### src/rtl/op_downscale_pkg.sv
// Shared constants and helpers for the CORDIC output downscaler: guard-bit count and
// two's-complement saturation limits.
package op_downscale_pkg;

    localparam int DATA_WIDTH_DEF   = 32;
    localparam int CORDIC_WIDTH_DEF = 40;

    // Number of guard fraction bits dropped on the way out of the CORDIC core.
    function automatic int frac_bits(input int cordic_width, input int data_width);
        return cordic_width - data_width;
    endfunction

    function automatic logic [63:0] sat_max(input int width);
        return (64'd1 << (width - 1)) - 64'd1;
    endfunction

    function automatic logic [63:0] sat_min(input int width);
        return 64'd1 << (width - 1);
    endfunction

endpackage

### src/rtl/op_downscale_if.sv
// Valid/ready bus between the CORDIC core, the downscaler and the consumer.
interface op_downscale_if
    import op_downscale_pkg::*;
#(
    parameter int DATA_WIDTH   = DATA_WIDTH_DEF,
    parameter int CORDIC_WIDTH = CORDIC_WIDTH_DEF
);
    logic [CORDIC_WIDTH-1:0] x_in;
    logic [CORDIC_WIDTH-1:0] y_in;
    logic                    in_vld;
    logic                    in_rdy;
    logic [DATA_WIDTH-1:0]   x_out;
    logic [DATA_WIDTH-1:0]   y_out;
    logic                    op_vld;
    logic                    out_rdy;
    logic                    sat;

    modport slave (
        input  x_in, y_in, in_vld, out_rdy,
        output in_rdy, x_out, y_out, op_vld, sat
    );

    modport master (
        output x_in, y_in, in_vld, out_rdy,
        input  in_rdy, x_out, y_out, op_vld, sat
    );
endinterface

### src/rtl/op_downscale_lane.sv
// One coordinate of the downscaler: round into S1, reduce and saturate into S2.
// Rounding and saturation exist only when OP_DOWNSCALE_ROUND_EN is defined.
module op_downscale_lane
    import op_downscale_pkg::*;
#(
    parameter int DATA_WIDTH   = DATA_WIDTH_DEF,
    parameter int CORDIC_WIDTH = CORDIC_WIDTH_DEF
) (
    input  logic                    clk,
    input  logic                    nreset,
    input  logic                    s1_take,
    input  logic                    s2_take,
    input  logic [CORDIC_WIDTH-1:0] din,
    output logic [DATA_WIDTH-1:0]   dout,
    output logic                    ovf
);
    localparam int F = frac_bits(CORDIC_WIDTH, DATA_WIDTH);
    localparam logic [63:0]         MAX64     = sat_max(DATA_WIDTH);
    localparam logic [63:0]         MIN64     = sat_min(DATA_WIDTH);
    localparam logic [DATA_WIDTH-1:0] SAT_POS = MAX64[DATA_WIDTH-1:0];
    localparam logic [DATA_WIDTH-1:0] SAT_NEG = MIN64[DATA_WIDTH-1:0];
    localparam logic [CORDIC_WIDTH:0] HALF_LSB = {{CORDIC_WIDTH{1'b0}}, 1'b1} << (F - 1);

    logic [CORDIC_WIDTH:0]   v_s;
    logic [CORDIC_WIDTH:0]   s1_d;
    logic [CORDIC_WIDTH:0]   s1_q;
    logic [DATA_WIDTH:0]     r_s;
    logic [DATA_WIDTH-1:0]   res_s;
    logic [DATA_WIDTH-1:0]   s2_d;
    logic [DATA_WIDTH-1:0]   s2_q;
    logic                    ovf_s;
    logic                    frac_unused_s;

    // Sign-extend by one bit so the half-LSB add cannot wrap.
    always_comb begin
`ifdef OP_DOWNSCALE_ROUND_EN
        v_s = {din[CORDIC_WIDTH-1], din} + HALF_LSB;
`else
        v_s = {din[CORDIC_WIDTH-1], din};
`endif
    end

    // Drop the guard bits; clamp when the kept sign bit and the next bit disagree.
    always_comb begin
        r_s   = s1_q[CORDIC_WIDTH:F];
        ovf_s = 1'b0;
        res_s = r_s[DATA_WIDTH-1:0];
`ifdef OP_DOWNSCALE_ROUND_EN
        if (r_s[DATA_WIDTH] != r_s[DATA_WIDTH-1]) begin
            ovf_s = 1'b1;
            res_s = r_s[DATA_WIDTH] ? SAT_NEG : SAT_POS;
        end else begin
            ovf_s = 1'b0;
            res_s = r_s[DATA_WIDTH-1:0];
        end
`endif
    end

    assign frac_unused_s = ^{s1_q[F-1:0], r_s[DATA_WIDTH]};

    // Payload next-state: a stage only captures when a valid word moves into it.
    always_comb begin
        if (s1_take) begin
            s1_d = v_s;
        end else begin
            s1_d = s1_q;
        end
        if (s2_take) begin
            s2_d = res_s;
        end else begin
            s2_d = s2_q;
        end
    end

    // Payload registers.
    always_ff @(posedge clk or negedge nreset) begin
        if (!nreset) begin
            s1_q <= {(CORDIC_WIDTH+1){1'b0}};
            s2_q <= {DATA_WIDTH{1'b0}};
        end else begin
            s1_q <= s1_d;
            s2_q <= s2_d;
        end
    end

    assign dout = s2_q;
    assign ovf  = ovf_s;
endmodule

### src/rtl/op_downscale.sv
// CORDIC_WIDTH -> DATA_WIDTH output downscaler, two registered stages with valid/ready.
// Define OP_DOWNSCALE_ROUND_EN for round-half-up with saturation; otherwise floor truncation.
module op_downscale
    import op_downscale_pkg::*;
#(
    parameter int DATA_WIDTH   = DATA_WIDTH_DEF,
    parameter int CORDIC_WIDTH = CORDIC_WIDTH_DEF
) (
    input  logic            clk,
    input  logic            nreset,
    op_downscale_if.slave   bus
);
    logic s1_vld_d;
    logic s1_vld_q;
    logic s2_vld_d;
    logic s2_vld_q;
    logic s1_load_s;
    logic s2_load_s;
    logic s1_take_s;
    logic s2_take_s;
    logic sat_d;
    logic sat_q;
    logic x_ovf_s;
    logic y_ovf_s;

    // A stage may load when it is empty or its contents move on this cycle;
    // in_rdy therefore never depends on in_vld.
    always_comb begin
        s2_load_s = !s2_vld_q || bus.out_rdy;
        s1_load_s = !s1_vld_q || s2_load_s;
        s1_take_s = s1_load_s && bus.in_vld;
        s2_take_s = s2_load_s && s1_vld_q;
    end

    // Valid bits and the combined saturation flag follow the payload into S2.
    always_comb begin
        if (s1_load_s) begin
            s1_vld_d = bus.in_vld;
        end else begin
            s1_vld_d = s1_vld_q;
        end
        if (s2_load_s) begin
            s2_vld_d = s1_vld_q;
        end else begin
            s2_vld_d = s2_vld_q;
        end
        if (s2_take_s) begin
            sat_d = x_ovf_s | y_ovf_s;
        end else begin
            sat_d = sat_q;
        end
    end

    // Control registers.
    always_ff @(posedge clk or negedge nreset) begin
        if (!nreset) begin
            s1_vld_q <= 1'b0;
            s2_vld_q <= 1'b0;
            sat_q    <= 1'b0;
        end else begin
            s1_vld_q <= s1_vld_d;
            s2_vld_q <= s2_vld_d;
            sat_q    <= sat_d;
        end
    end

    op_downscale_lane #(
        .DATA_WIDTH   (DATA_WIDTH),
        .CORDIC_WIDTH (CORDIC_WIDTH)
    ) u_lane_x (
        .clk     (clk),
        .nreset  (nreset),
        .s1_take (s1_take_s),
        .s2_take (s2_take_s),
        .din     (bus.x_in),
        .dout    (bus.x_out),
        .ovf     (x_ovf_s)
    );

    op_downscale_lane #(
        .DATA_WIDTH   (DATA_WIDTH),
        .CORDIC_WIDTH (CORDIC_WIDTH)
    ) u_lane_y (
        .clk     (clk),
        .nreset  (nreset),
        .s1_take (s1_take_s),
        .s2_take (s2_take_s),
        .din     (bus.y_in),
        .dout    (bus.y_out),
        .ovf     (y_ovf_s)
    );

    assign bus.in_rdy = s1_load_s;
    assign bus.op_vld = s2_vld_q;
    assign bus.sat    = sat_q;
endmodule

### src/flat_wrapper.sv
// flat-port wrapper written by rule: the top's interface ports become plain ports
module op_downscale_flat import op_downscale_pkg::*;
#(
    parameter int DATA_WIDTH   = DATA_WIDTH_DEF,
    parameter int CORDIC_WIDTH = CORDIC_WIDTH_DEF
)
  (clk, nreset, bus_x_in, bus_y_in, bus_in_vld, bus_out_rdy, bus_in_rdy, bus_x_out, bus_y_out, bus_op_vld, bus_sat);
  op_downscale_if #(.DATA_WIDTH(DATA_WIDTH), .CORDIC_WIDTH(CORDIC_WIDTH)) bus_i ();
  input  logic clk;
  input  logic nreset;
  input wire logic [$bits(bus_i.x_in)-1:0] bus_x_in;
  input wire logic [$bits(bus_i.y_in)-1:0] bus_y_in;
  input wire logic [$bits(bus_i.in_vld)-1:0] bus_in_vld;
  input wire logic [$bits(bus_i.out_rdy)-1:0] bus_out_rdy;
  output wire logic [$bits(bus_i.in_rdy)-1:0] bus_in_rdy;
  output wire logic [$bits(bus_i.x_out)-1:0] bus_x_out;
  output wire logic [$bits(bus_i.y_out)-1:0] bus_y_out;
  output wire logic [$bits(bus_i.op_vld)-1:0] bus_op_vld;
  output wire logic [$bits(bus_i.sat)-1:0] bus_sat;
  assign bus_i.x_in = bus_x_in;
  assign bus_i.y_in = bus_y_in;
  assign bus_i.in_vld = bus_in_vld;
  assign bus_i.out_rdy = bus_out_rdy;
  assign bus_in_rdy = bus_i.in_rdy;
  assign bus_x_out = bus_i.x_out;
  assign bus_y_out = bus_i.y_out;
  assign bus_op_vld = bus_i.op_vld;
  assign bus_sat = bus_i.sat;
  op_downscale #(.DATA_WIDTH(DATA_WIDTH), .CORDIC_WIDTH(CORDIC_WIDTH)) u_core (.clk(clk), .nreset(nreset), .bus(bus_i));
endmodule
### config.mk
export PLATFORM = sky130hd
export DESIGN_NAME = op_downscale_flat
export DESIGN_NICKNAME = d
export VERILOG_FILES = /design/src/rtl/op_downscale_pkg.sv /design/src/rtl/op_downscale_if.sv /design/src/rtl/op_downscale_lane.sv /design/src/rtl/op_downscale.sv /design/src/flat_wrapper.sv
export SDC_FILE = /design/constraint.sdc
export NUM_CORES = 1
export LEC_CHECK = 0
export CORE_ASPECT_RATIO = 1.25
export CORE_MARGIN = 2
export CORE_UTILIZATION = 51
export DETAILED_ROUTE_END_ITERATION = 10
export PLACE_DENSITY = 0.82
export SLEW_MARGIN = 20
export SYNTH_ARGS = -nofsm -noshare
export SYNTH_HDL_FRONTEND = slang
export SYNTH_SLANG_ARGS = --single-unit
### constraint.sdc
create_clock -name clk -period 2.6 [get_ports clk]
set_clock_uncertainty 0.15 [all_clocks]
set_input_delay 0.39 -clock clk [delete_from_list [all_inputs] [get_ports clk]]
set_output_delay 0.39 -clock clk [all_outputs]
set_load 0.05 [all_outputs]
Word level (Yosys, flattened, before mapping)
Cells that the tools add are included.
{"block": "word_totals", "regBits": 146, "inputBits": 84, "out_inout_bits": 67}
{"block": "op_classes", "n_reduce_logical": 6}
{"operator": "$logic_and 1x1->1", "n": 2}
{"operator": "$logic_not 1->1", "n": 2}
{"operator": "$logic_or 1x1->1", "n": 2}

Depth between registers and ports, before layout
{"block": "logic_depth", "ltp_word": 4, "depth_mapped": 4, "ltp_nobuf": 3}

Modules after synthesis
Synthesis repeated with hierarchy kept, for this count alone.
{"block": "unflattened", "cells_unflattened": 288, "hier_area_um2": 5544.1}
{"mod": "op_downscale_lane", "instances": 2, "area_each_um2": 2701.3, "cells_each": 138}
{"mod": "op_downscale", "instances": 1, "area_each_um2": 141.4, "cells_each": 12}

Worst setup path after synthesis
No wires, ideal clock.
{"block": "synth_path", "path_type": "flip-flop to flip-flop", "from": "register u_core.s2_vld_q, in the netlist u_core.bus.op_vld", "to": "register u_core.u_lane_x.s1_q[10]", "setup_time_ns": 0.125, "path_stages_with_launch": 5, "synth_period_minus_slack_ns": 1.906, "t_arrival_ns": 1.631, "path_buffers": 1, "required_time_ns": 2.325, "setup_slack_ns": 0.694, "path_cell_list": "dfrtp_1 nand3b_4 nand2_8 buf_12 mux2_4"}
{"block": "synth_via", "elab_chain_cells": 4}
{"element": "from (decl)", "line": "op_downscale.sv:16", "rtl": "logic s2_vld_q;"}
{"element": "from (signal assigned)", "line": "op_downscale.sv:62", "rtl": "s2_vld_q <= s2_vld_d;"}
{"element": "$logic_not 1->1", "line": "op_downscale.sv:29", "rtl": "s2_load_s = !s2_vld_q || bus.out_rdy;"}
{"element": "$logic_or 1x1->1", "line": "op_downscale.sv:29"}
{"element": "$logic_or 1x1->1", "line": "op_downscale.sv:30", "rtl": "s1_load_s = !s1_vld_q || s2_load_s;"}
{"element": "via bus_in_rdy", "line": "flat_wrapper.sv:15", "rtl": "output wire logic [$bits(bus_i.in_rdy)-1:0] bus_in_rdy;"}
{"element": "$logic_and 1x1->1", "line": "op_downscale.sv:31", "rtl": "s1_take_s = s1_load_s && bus.in_vld;"}
{"element": "to (signal assigned)", "line": "op_downscale_lane.sv:78", "rtl": "s1_q <= {(CORDIC_WIDTH+1){1'b0}};"}
{"element": "to (decl)", "line": "op_downscale_lane.sv:26", "rtl": "logic [CORDIC_WIDTH:0] s1_q;"}
The timed path passes the listed nets, and every way through them passes these cells.
A chain may end at the register's enable or synchronous reset.

Worst setup path after layout
{"block": "layout_path", "from": "register u_core.s2_vld_q, in the netlist u_core.bus.op_vld", "to": "output bus_op_vld"}
{"element": "to (decl)", "line": "flat_wrapper.sv:18", "rtl": "output wire logic [$bits(bus_i.op_vld)-1:0] bus_op_vld;"}
No word-level cell between the ends.

==> flow_metrics.py <==
metrics = {
    "timing": {
        "fin_crit_ns": 2.18,
        "slew_headroom_pct": 63.0,
        "final.setup.tns_ns": 0,
        "setup_violations": 0,
        "worst_pin_slew_ns": 0.554,
        "slew_violations": 0,
        "rsz0062_at_grt": "no",
        "hold_viol": 0,
        "fmax_mhz": 458,
        "fin_crit_sh_pct": 83.9,
    },
    "grt": {
        "grt_max_degree": 45,
        "grt.total_usage_pct": 19.1,
        "antenna_found_initial": 0,
        "grt_overflow": 0,
        "grt_pass1_vias": 3115,
        "grt_pass1_wl_um": 15700,
    },
    "critical_path": {
        "r2r_cells": 4,
        "crit_chain": "clkdlybuf4s50_1",
        "cp_data_required_time_ns": 2.06,
        "cp_max_fo": 3,
        "crit_type": "register to output port",
        "arrival_ns": 1.64,
        "r2r-end": "u_core.u_lane_x.dout[5]",
        "cp-end-kind": "output port",
        "path_buf_inv": 1,
        "cp-start-kind": "register",
        "critPathTopFamily": "buffers and inverters",
        "max_stage_delay_ns": 0.83,
        "reg2reg_slack_ns": 0.90,
        "crit_slowest_cell": "clkdlybuf4s50_1",
        "timing.rr.start": "u_core.bus.op_vld",
    },
    "cts": {
        "worst_skew_pair.late_latency_ns": 0.40,
        "clockRootBuffer": "clkbuf_16",
        "cts_htree_levels": 4,
        "cts.sinks": 130,
        "cts_buffers": 17,
        "clockBufferDepth": 2,
        "cts_resized": 0,
        "clk_pin_slew_ns": 0.05,
        "tritoncts": "done",
    },
    "power": {
        "power_density_nw_per_um2": 1030,
        "ir_drop_uv": 565,
        "leakage_uw": 0.00324,
    },
    "logic_synthesis": {
        "synthCells": 278,
        "syn_area_um2": 5190,
        "ys_seq_area_share_pct": 62.7,
        "yosysWarnings": 0,
        "syn_nets": 362,
        "avgSynthCellArea_um2": 18.7,
        "ys_types": 12,
        "synth-seq-cells": 130,
    },
    "min_path": {
        "hp-class": "register to register",
        "hold_end": "u_core.u_lane_x.dout[17]",
        "min_from": "u_core.u_lane_x.s1_q[25]",
        "min_path_cells": 1,
    },
    "routing": {
        "drtIter0Drc": 97,
        "firstDrtPassIters": 4,
        "wire_per_inst_um": 17.7,
        "wirelength_um": 10000,
        "routed_via_density": 4.98,
        "vias": 2813,
        "postRouteAntennaNets": 0,
        "drcViolationCount": 0,
    },
    "final_layout": {
        "area_delta_synth_final_pct": 39.4,
        "instances_no_fill": 565,
        "design_area_um2": 7240,
        "num-nets-final": 510,
        "antenna_cells": 0,
        "drive_above_1_share_pct": 38.8,
    },
    "floorplan": {
        "dieArea_um2": 11000,
        "io_pins": 151,
        "core_um2": 10000,
        "rows": 41,
        "die_w_um": 94.2,
        "die_h_um": 117,
        "initial_utilization_pct": 51.9,
    },
    "placement": {
        "gp_congestion": 0.718,
        "place_hpwl_um": 6860,
        "io_buffers": 133,
        "place_inst": 535,
        "dpl_cell_area_um2": 6610,
    },
    "run_status": {
        "status": "complete, no violations",
    },
    "run": {
        "cap_viol_max_count": 0,
    },
}
-- flip-flops by register name (all words and copies together), names as in the netlist --
register,count
u_core.s1_vld_q,1
u_core.u_lane_y.dout,32
u_core.u_lane_y.s1_q,32
u_core.u_lane_x.s1_q,32
u_core.bus.op_vld,1
u_core.u_lane_x.dout,32
-- how the worst max path moves through the flow --
stage               slack (ns)  cells past startpoint               from                        to
finish                    0.42                      1  u_core.bus.op_vld                bus_op_vld
global route              0.33                      1  u_core.bus.op_vld                bus_op_vld
CTS                       0.39                      1  u_core.bus.op_vld                bus_op_vld
detailed placement        0.41                      5        bus_out_rdy   u_core.u_lane_x.dout[5]
global placement          0.43                      5        bus_out_rdy   u_core.u_lane_x.dout[3]
floorplan                 0.69                      4  u_core.bus.op_vld  u_core.u_lane_x.s1_q[10]
-- report_power, final --
group	switching, µW	internal [µW]	total, µW
Clock	786	1670	2460
Combinational	1350	984	2330
Sequential	218	2440	2660
Total	2350	5090	7450
-- worst register-to-register path, delay by kind of cell, from the launching register on --
family        cells  cell delay [ns]
buf+inv           1             0.24
flops             1             0.41
mux               1             0.36
simple gates      2             0.43
-- kinds of logic (layout without fill, tap and decap cells) --
family | after synthesis | count (layout) | share of synthesized area (%)
muxes | 128 | 128 | 32.1
DFF | 130 | 130 | 62.7
and+or+nand+nor | 6 | 6 | 1.37
buffers and inverters | 13 | 171 | 3.76
other | 1 | 1 | 0.0723
-- cells in the mapped netlist --
master / instances / area share (%)
buf_4: 1 / 0.14
nand2_8: 1 / 0.39
conb_1: 1 / 0.072
dfrtp_1: 130 / 63
or2b_1: 1 / 0.14
buf_12: 6 / 2.3
nand2_4: 1 / 0.22
buf_6: 6 / 1.3
nand3b_4: 1 / 0.39
mux2_4: 60 / 17
mux2_2: 68 / 15
nand2b_1: 2 / 0.24
-- metrics by stage --
step | utilization (%) | hold slack (ns) | setup WS [ns] | total power (µW)
after floorplan | - | -0.0556 | 0.694 | 4210
after global placement | 66.0 | 0.248 | 0.430 | 4970
after detailed placement | 66.0 | 0.265 | 0.412 | 5040
after CTS | 72.3 | 0.355 | 0.390 | 7530
after global routing | 72.3 | 0.365 | 0.328 | 7730
final | 72.3 | 0.348 | 0.418 | 7450
-- cells in the final DEF (no fill, tap or decap), types with 2 or more instances in the layout --
cell type,Yosys,final
mux2_4,60,60
buf_12,6,5
bufinv_16,0,3
clkbuf_16,0,17
clkdlybuf4s50_1,0,131
clkbuf_8,0,7
mux2_2,68,68
buf_4,1,5
nand2b_1,2,2
dfrtp_1,130,130
-- layout make-up --
class	count	area, µm²
Fill cell	630	2770
Clock inverter	4	95.1
Timing Repair Buffer	142	1460
Sequential cell	130	3250
Clock buffer	25	526
Tap cell	129	161
Multi-Input combinational cell	135	1740
-- repair_timing --
item / CTS / global route
setup endpoints to repair: 0 / 0
endpoints found under the hold margin: 39 / 0
hold buffers: 1 / 0
setup buffers: 0 / 0
-- routing by layer --
| layer | global-route usage (%) | up-vias | part of all wire, % |
|---|---|---|---|
| met5 | 0 | - | 0 |
| met4 | 8.99 | 0 | 1.8 |
| met3 | 5.76 | 13 | 4.9 |
| met2 | 32.4 | 78 | 54 |
| met1 | 22.5 | 1449 | 40 |
| li1 | - | 1273 | - |
Note: power is estimated with default switching activity, not from simulation.
==> edit (same settings) <==
Reset style: synchronous (`nreset`), changed in 2 clocked blocks.
--- a/src/rtl/op_downscale_lane.sv
+++ b/src/rtl/op_downscale_lane.sv
@@ -74,5 +74,5 @@
 
     // Payload registers.
-    always_ff @(posedge clk or negedge nreset) begin
+    always_ff @(posedge clk) begin
         if (!nreset) begin
             s1_q <= {(CORDIC_WIDTH+1){1'b0}};
--- a/src/rtl/op_downscale.sv
+++ b/src/rtl/op_downscale.sv
@@ -53,5 +53,5 @@
 
     // Control registers.
-    always_ff @(posedge clk or negedge nreset) begin
+    always_ff @(posedge clk) begin
         if (!nreset) begin
             s1_vld_q <= 1'b0;
Behaviour: differs if nreset is asserted again (counterexample within 4 cycles, from zero or initial values and one cycle with nreset low); with nreset held inactive, the same outputs for 10 cycles.
==> edit against the unedited design <==
Synthesized cell count increased by 110%. Worst setup slack improved by 50 ps. Count of clock-buffer cells in the layout is 1 lower. Area after synthesis fell by 2.7%. Routed wire length is 29% higher. Cell area shrank 4.0%. Sequential cell count is the same. Hold slack worse by 41 ps. Largest cell class unchanged.
Power is not compared: it rests on default switching activity, and its combinational part moved more than twofold at a synthesized area within 25%.
==> edit: results (changes against the unedited design) <==
Most area-consuming cells after synthesis: dfxtp_1, mux2i_1, nand2_1 (was dfrtp_1, mux2_4, mux2_2). The kind of cell with the highest combined delay on the critical path was buffers and inverters (unchanged). Clock transition at the register clock pins on the worst setup and hold paths after CTS: 50 ps (about the same). The number of global-route vias before repair was 4432 (was 3115). The later-pin clock latency in the skew report is 410 ps, and the final weighted congestion in routability-driven placement is 0.765 (was 0.718). The tools report the post-placement cell area as 6380 um^2 (was 6610 um^2).

The worst slew slack as a fraction of its limit is 63.2% (was 63.0%), and the async set-or-reset flop fraction in the synthesized netlist is 0% (was 100%). The average instance area after synthesis is 8.69 um^2 (was 18.7 um^2). The logs give 2140 um^2 (was 1740 um^2) for the multi-input gate area in the final layout and 129 (was 45) for the pin count of the biggest net entering global routing. Commonest register cell after synthesis: dfxtp_1 (was dfrtp_1). The violation count after the first detailed-routing iteration is 295 (was 97), and the number of input and output port buffers inserted is 133 (unchanged).

The count of fill cells added during filler insertion was 735 (was 630). The worst flop-to-flop path startpoint is u_core.s1_vld_q$_SDFFE_PN0P_ (was u_core.bus.op_vld$_DFFE_PN0P_). The routed wirelength normalized by instance count was 15.7 um (was 17.7 um).

The startpoint of the worst setup timing path was u_core.bus.op_vld$_SDFFE_PN0P_ (was u_core.bus.op_vld$_DFFE_PN0P_). Top cell types by occurrence after synthesis: dfxtp_1, nand2_1, a21oi_1 (was dfrtp_1, mux2_2, mux2_4). The run gives 12900 um (was 10000 um) as the routed wire length.

The run gives 771 (was 510) as the final-stage net count. The average vias per placed instance is 5.51 (was 4.98), and the synthesized net count is 665 (was 362). The run finished with clean final reports.

The share of post-route cells with drive strength above 1 came out at 6.45% (was 38.8%). The run gives 7910 um (was 6860 um) as the half-perimeter wire length after detailed placement. Antenna diode count: 0 (unchanged).

For the distinct cell type count after synthesis, the log shows 19 (was 12). The logs give 51.5% (was 62.7%) for the sequential element share of the synthesized area and 1590 ps (was 1640 ps) for the data arrival time of the critical path. The DRC violation count after routing was 0 (unchanged); the number of cells after detailed placement was 794 (was 535). The clock buffer count from CTS came out at 17 (unchanged). The tools report the start point of the worst min-delay path as u_core.u_lane_y.s1_q[19]$_SDFFE_PN0P_ (was u_core.u_lane_x.s1_q[25]$_DFFE_PN0P_).

For the global-route wire length before repair, the log shows 20900 um (was 15700 um). The tools report the number of setup buffers added after CTS as 0 (unchanged). The largest single stage delay on the critical path is 820 ps. The first-pass detailed-route iteration total is 5 (was 4). The run gives 24.6% (was 19.1%) as the total routing resource utilization after global routing.
==> edit: changes by cell type after synthesis, moves of 4 or more <==
cell	unedited run	this run
nand2_1	0	129
o21ai_0	0	55
buf_12	6	0
mux2i_1	0	64
mux2_2	68	0
a21oi_1	0	66
mux2_4	60	0
clkbuf_2	0	4
nand3_1	0	64
dfrtp_1	130	0
buf_2	0	19
clkbuf_1	0	24
o21ai_1	0	9
dfxtp_1	0	130
==> edit: final timing paths <==
kind	to	slack [ps]	cells after the start
max reg2reg	u_core.u_lane_x.s1_q[24]$_SDFFE_PN0P_	1020	4
max	bus_op_vld	470	1
min reg2reg	u_core.u_lane_y.s1_q[19]$_SDFFE_PN0P_	310	2
min	u_core.u_lane_y.s1_q[19]$_SDFFE_PN0P_	310	2
==> edit: kinds of logic (layout without fill, tap and decap cells) <==
logic type	Yosys count	after routing	share of synthesized area, %
buffers and inverters	59	176	6.22
and+or+nand+nor	196	196	16.4
DFF	130	130	51.5
muxes	64	64	12.7
other	1	1	0.0742
AOI/OAI and AO/OA	131	131	13.1
==> edit: area by class of cell <==
type | count | area share (%)
Multi-Input combinational cell | 392 | 30.9
Sequential cell | 130 | 37.5
Inverter | 2 | 0.108
Clock inverter | 6 | 1.15
Clock buffer | 24 | 6.93
Tap cell | 126 | 2.27
Timing Repair Buffer | 144 | 21.2
==> edit: report_power, final <==
part	internal, mW	switching [mW]	total (mW)
Sequential	2.09	0.0475	2.13
Clock	1.47	0.795	2.26
Combinational	0.233	0.314	0.547
==> edit: routing by layer <==
layer / GRT usage, % / wire length, um / up-vias
li1: - / - / 2179
met1: 29.3 / 5310 / 2156
met2: 41.6 / 6510 / 173
met3: 5.90 / 770 / 29
met4: 12.0 / 327 / 0
met5: 0 / 0 / -
==> edit: per-stage QoR <==
step	total power, mW	worst slack (ps)
2_1_floorplan	2.50	573
3_3_place_gp	2.70	645
3_5_place_dp	2.72	604
4_1_cts	4.97	447
5_1_grt	5.11	417
6_report	4.94	468
